**src/rtl/grf_wport_arbiter_pkg.sv**
```systemverilog
// Shared widths, the zero-register constant and the write-queue entry layout.
package grf_wport_arbiter_pkg;
    localparam int REG_AW = 5;
    localparam int DATA_W = 32;
    localparam logic [REG_AW-1:0] REG_ZERO = 5'd0;

    typedef struct packed {
        logic              live;
        logic [REG_AW-1:0] a3;
        logic [DATA_W-1:0] wd;
        logic [DATA_W-1:0] pc;
    } wq_entry_t;
endpackage

```
**src/rtl/grf_wq.sv**
```systemverilog
// Circular write queue with per-entry live bits, kill-by-address and two pending-lookup ports.
// Latency: enqueued entry is at the head next cycle; backpressure: caller must not enqueue when cnt==DEPTH.
module grf_wq
    import grf_wport_arbiter_pkg::*;
#(
    parameter int DEPTH = 2,
    localparam int PW = $clog2(DEPTH),
    localparam int CW = PW + 1
) (
    input  logic              clk,
    input  logic              rst,
    input  logic              enq_vld,
    input  wq_entry_t         enq_dat,
    input  logic              deq_vld,
    input  logic              kill_vld,
    input  logic [REG_AW-1:0] kill_a3,
    input  logic [REG_AW-1:0] q_a1,
    input  logic [REG_AW-1:0] q_a2,
    output logic              head_vld,
    output wq_entry_t         head_dat,
    output logic [CW-1:0]     cnt,
    output logic              pend1,
    output logic              pend2
);
    wq_entry_t     mem_q [DEPTH];
    wq_entry_t     mem_d [DEPTH];
    logic [PW-1:0] wr_ptr_q, wr_ptr_d;
    logic [PW-1:0] rd_ptr_q, rd_ptr_d;
    logic [CW-1:0] cnt_q, cnt_d;
    logic          deq_fire;

    assign head_vld = (cnt_q != '0);
    assign head_dat = mem_q[rd_ptr_q];
    assign cnt      = cnt_q;
    assign deq_fire = deq_vld && head_vld;

    // Kill only sees state from the start of the cycle, so the slot written
    // by a same-cycle enqueue is applied last and keeps live=1.
    always_comb begin
        mem_d    = mem_q;
        wr_ptr_d = wr_ptr_q;
        rd_ptr_d = rd_ptr_q;
        for (int i = 0; i < DEPTH; i++) begin
            if (kill_vld && (mem_q[i].a3 == kill_a3)) begin
                mem_d[i].live = 1'b0;
            end
        end
        if (deq_fire) begin
            mem_d[rd_ptr_q].live = 1'b0;
            rd_ptr_d             = rd_ptr_q + PW'(1);
        end
        if (enq_vld) begin
            mem_d[wr_ptr_q] = enq_dat;
            wr_ptr_d        = wr_ptr_q + PW'(1);
        end
        cnt_d = cnt_q + CW'(enq_vld) - CW'(deq_fire);
    end

    // Popped slots are cleared, so live=1 marks exactly the resident, unkilled entries.
    always_comb begin
        pend1 = 1'b0;
        pend2 = 1'b0;
        for (int i = 0; i < DEPTH; i++) begin
            if (mem_q[i].live && (mem_q[i].a3 == q_a1) && (q_a1 != REG_ZERO)) pend1 = 1'b1;
            if (mem_q[i].live && (mem_q[i].a3 == q_a2) && (q_a2 != REG_ZERO)) pend2 = 1'b1;
        end
    end

    always_ff @(posedge clk or posedge rst) begin
        if (rst) begin
            for (int i = 0; i < DEPTH; i++) begin
                mem_q[i] <= '0;
            end
            wr_ptr_q <= '0;
            rd_ptr_q <= '0;
            cnt_q    <= '0;
        end else begin
            mem_q    <= mem_d;
            wr_ptr_q <= wr_ptr_d;
            rd_ptr_q <= rd_ptr_d;
            cnt_q    <= cnt_d;
        end
    end
endmodule

```
**src/rtl/grf_wport_arbiter.sv**
```systemverilog
// Shares the GRF write port: W has absolute priority, M results are queued and drained when W idles.
// Latency: W 0 cycles, M at least 1 cycle; backpressure: m_ready drops when the queue is full or in reset.
module grf_wport_arbiter
    import grf_wport_arbiter_pkg::*;
#(
    parameter int DEPTH = 2,
    localparam int CW = $clog2(DEPTH) + 1
) (
    input  logic              clk,
    input  logic              reset,
    input  logic              w_we,
    input  logic [REG_AW-1:0] w_a3,
    input  logic [DATA_W-1:0] w_wd,
    input  logic [DATA_W-1:0] w_pc,
    input  logic              m_valid,
    output logic              m_ready,
    input  logic [REG_AW-1:0] m_a3,
    input  logic [DATA_W-1:0] m_wd,
    input  logic [DATA_W-1:0] m_pc,
    output logic              grf_we,
    output logic [REG_AW-1:0] grf_a3,
    output logic [DATA_W-1:0] grf_wd,
    output logic [DATA_W-1:0] grf_pc,
    input  logic [REG_AW-1:0] q_a1,
    input  logic [REG_AW-1:0] q_a2,
    output logic              pend1,
    output logic              pend2,
    output logic [CW-1:0]     wq_cnt
);
    logic      w_eff;
    logic      enq_vld;
    logic      deq_vld;
    logic      head_vld;
    wq_entry_t enq_dat;
    wq_entry_t head_dat;

    assign w_eff   = w_we && (w_a3 != REG_ZERO) && !reset;
    assign m_ready = (wq_cnt != CW'(DEPTH)) && !reset;
    // Writes to r0 complete the handshake but never occupy a slot.
    assign enq_vld = m_valid && m_ready && (m_a3 != REG_ZERO);
    assign enq_dat = '{live: 1'b1, a3: m_a3, wd: m_wd, pc: m_pc};
    assign deq_vld = head_vld && (!head_dat.live || !w_eff);

    grf_wq #(.DEPTH(DEPTH)) u_wq (
        .clk      (clk),
        .rst      (reset),
        .enq_vld  (enq_vld),
        .enq_dat  (enq_dat),
        .deq_vld  (deq_vld),
        .kill_vld (w_eff),
        .kill_a3  (w_a3),
        .q_a1     (q_a1),
        .q_a2     (q_a2),
        .head_vld (head_vld),
        .head_dat (head_dat),
        .cnt      (wq_cnt),
        .pend1    (pend1),
        .pend2    (pend2)
    );

    always_comb begin
        grf_we = 1'b0;
        grf_a3 = '0;
        grf_wd = '0;
        grf_pc = '0;
        if (w_eff) begin
            grf_we = 1'b1;
            grf_a3 = w_a3;
            grf_wd = w_wd;
            grf_pc = w_pc;
        end else if (head_vld && head_dat.live) begin
            grf_we = 1'b1;
            grf_a3 = head_dat.a3;
            grf_wd = head_dat.wd;
            grf_pc = head_dat.pc;
        end
    end
endmodule

```
**config.mk**
```make
export PLATFORM = sky130hd
export DESIGN_NAME = grf_wport_arbiter
export DESIGN_NICKNAME = d
export VERILOG_FILES = /design/src/rtl/grf_wport_arbiter_pkg.sv /design/src/rtl/grf_wq.sv /design/src/rtl/grf_wport_arbiter.sv
export SDC_FILE = /design/constraint.sdc
export NUM_CORES = 1
export LEC_CHECK = 0
export CAP_MARGIN = 20
export CORE_MARGIN = 3
export CORE_UTILIZATION = 44
export DETAILED_ROUTE_END_ITERATION = 12
export PLACE_DENSITY = 0.8
export SYNTH_ARGS = -nofsm -noshare
export SYNTH_HDL_FRONTEND = slang
export SYNTH_HIERARCHICAL = 1
export SYNTH_SLANG_ARGS = --single-unit
```
**constraint.sdc**
```tcl
create_clock -name clk -period 5 [get_ports clk]
set_clock_uncertainty 0.05 [all_clocks]
set_input_delay 1 -clock clk [delete_from_list [all_inputs] [get_ports clk]]
set_output_delay 1 -clock clk [all_outputs]
set_load 0.01 [all_outputs]
```
==> results.yml <==
synthesis:
  synth_edf_count: 0
  synth_area_leaders: "dfrtp_1 (44%), mux2_2 (28%), o32ai_2 (7.9%)"
  yosysUniqueCellTypes: 35
  synth_area_um2: 8220
  synthCells: 683
  synth_warnings: 6
  netlist.top_cell.by_area: "dfrtp_1"
  yosysMostFrequentCell: "mux2_2"
  synthFlopType: "dfrtp_1"
  synth_common_cells: "mux2_2 (202), dfrtp_1 (144), inv_1 (69)"
  yosysSeqAreaShare_pct: 43.8
  syn_avg_cell_area_um2: 12.0
  yosysTopAreaCellShare_pct: 43.8
  synth_async_sr_flop_share_pct: 100
  ys_ff_latch: 144
cts:
  post-cts-setup-buffer-count: 0
  cts_buffer_depth: 2
  cts_buffers: 17
  cts-root-buf: "clkbuf_16"
  cts_sinks: 144
  cts_tree: "built"
  htree_levels: 4
  cts.clk_slew.worst_paths_ns: 0.05
  cts_resized: 0
  clock_latency_ns: 0.42
  cts_hold_buf: 0
worst_setup_path:
  critical_path.top_delay_family: "buffers and inverters"
  path_class: "input pin to output pin"
  crit_path_start: "w_a3[1]"
  critical_path.max_fanout: 33
  crit_top_cell: "clkdlybuf4s50_1"
  startpoint_type: "input pin"
  crit_buf_inv: 4
  crit_path_cell_trace: "clkdlybuf4s50_1, or4_4, o21ai_4, clkinv_2, buf_4, o32ai_2, clkdlybuf4s50_1"
  worstSetupPathDepth: 7
  critPathMaxStageDelay_ns: 0.60
  worstSetupEndpointType: "output pin"
  critPathRequiredTime_ns: 3.95
  cp_slowest_cell: "or4_4"
  r2r_cells: 9
  arrival_ns: 3.67
  r2r_start: "u_wq/rd_ptr_q"
final_layout:
  fin_nets: 1045
  stdcell_area_um2: 11200
  area_growth_pct: 36.6
  drive_above_1_share_pct: 32.6
  fin_util_pct: 61.9
  antenna_cells: 0
  fill_cells: 1427
  multiInputGateArea_um2: 4110
  register_area_um2: 3610
routing:
  routedWlPerCell_um: 18.1
  drt_wl_total_um: 20500
  vias: 6032
  dr.first_iter.drc_count: 191
  postRouteAntennaNets: 0
  dr.pass1.iters: 4
  routed_via_density: 5.33
  drc: 0
timing:
  layout_worst_path_cycle_share_pct: 94.3
  setup_violations: 0
  rsz0062_at_grt: "false"
  worstMarginPinSlew_ns: 0.994
  slew_headroom_pct: 33.7
  period_minus_slack_ns: 4.72
  finalHoldViolCount: 0
  fin_tns_setup_ns: 0
  timing.final.max_slew_violations: 0
  fmax_ghz: 0.212
die:
  core_um2: 18100
  fp.dieW_um: 143
  start_util_pct: 45.3
  pin_count: 227
  die_area_um2: 20400
  rows: 49
  dieHeight_um: 143
grt:
  grt_usage_pct: 20.2
  grt_overflow: 0
  antenna_found_initial: 0
  grt_pass1_vias: 6364
  grt_pass1_wl_um: 32800
  grt_start_max_net_pins: 115
placement:
  gp_congestion: 0.829
  dpl_cell_area_um2: 10600
  portBuffers: 226
  dpl.hpwl_um: 14100
power:
  power_density_nw_per_um2: 535
  p_leak_uw: 0.00461
  ir_drop_uv: 270
flow_run:
  maxCapViolations: 0
worst_hold_path:
  hold_start: "u_wq/mem_q[29]"
  worstHoldPathType: "flop to flop"
  hold_path_depth: 1
outcome:
  outcome: "complete, no violations"
[layout by cell type (no fill, tap or decap), types with 3 or more instances in the layout]
| cell type | n |
|---|---|
| bufinv_16 | 3 |
| o32ai_1 | 24 |
| nor2_1 | 3 |
| mux2_1 | 6 |
| dfrtp_1 | 143 |
| mux2_2 | 202 |
| clkinv_2 | 4 |
| or4_1 | 3 |
| clkinvlp_4 | 5 |
| nand2_1 | 66 |
| a21oi_1 | 3 |
| xnor2_1 | 8 |
| nand3_1 | 5 |
| clkdlybuf4s50_1 | 226 |
| buf_4 | 11 |
| clkbuf_16 | 17 |
| inv_1 | 68 |
| xor2_1 | 26 |
| a32o_1 | 5 |
| o32ai_2 | 40 |
| nor4_1 | 6 |
[per-layer routing]
metal | track usage [%] | part of all wire [%]
met1 | 24.7 | 43
met2 | 34.9 | 50
met3 | 5.63 | 6.2
met4 | 6.00 | 1.4
met5 | 0 | 0
[flip-flops by register name (all words and copies together), names as in the netlist]
signal and flops:
u_wq/mem_q 140, u_wq/cnt 2, u_wq/rd_ptr_q 1, u_wq/wr_ptr_q 1
[power breakdown]
part	leakage (µW)	total [µW]	switching, µW	internal, µW
combinational	0.00263	2570	1060	1510
sequential	0.00171	2190	428	1760
clock	0.000267	1250	480	775
total	0.00461	6010	1970	4050
[cell families after synthesis]
family | Yosys count | synth area share, %
mux | 208 | 28.5
flops | 144 | 43.8
buf+inv | 121 | 6.72
simple gates | 92 | 4.87
compound gates | 81 | 12.1
xor+xnor | 34 | 3.62
fa+ha+maj | 2 | 0.304
other cells | 1 | 0.0456
[through the flow]
stage                     power [µW]  instances  hold slack (ns)  setup WS [ns]
after detailed placement        4770       1100            0.437          0.308
after floorplan                 3950        684            0.404         0.0837
after CTS                       6060       1130            0.453          0.307
after global routing            6400       1131            0.462          0.157
after global placement          4690       1100            0.413          0.350
final                           6010       1131            0.449          0.283
[path summary, 6_finish.rpt]
check,endpoint,slack (ns)
worst max-delay path,grf_wd[10],0.28
worst min-delay path,u_wq/mem_q[29],0.45
worst max register to register,u_wq/cnt[1],2.43
worst min register to register,u_wq/mem_q[29],0.45
max in group asynchronous,u_wq/mem_q[119],3.00
min in group asynchronous,u_wq/cnt[1],1.02
[layout make-up]
class                      count  share of cell area, %
tap                          229                   2.55
clock buffer                  19                   3.85
inverter                      70                   2.39
multi-input combinational    419                   36.5
clock inverter                11                   1.27
timing repair buffer         239                   21.3
sequential                   144                   32.1
Power figures use the tool's default switching activity.
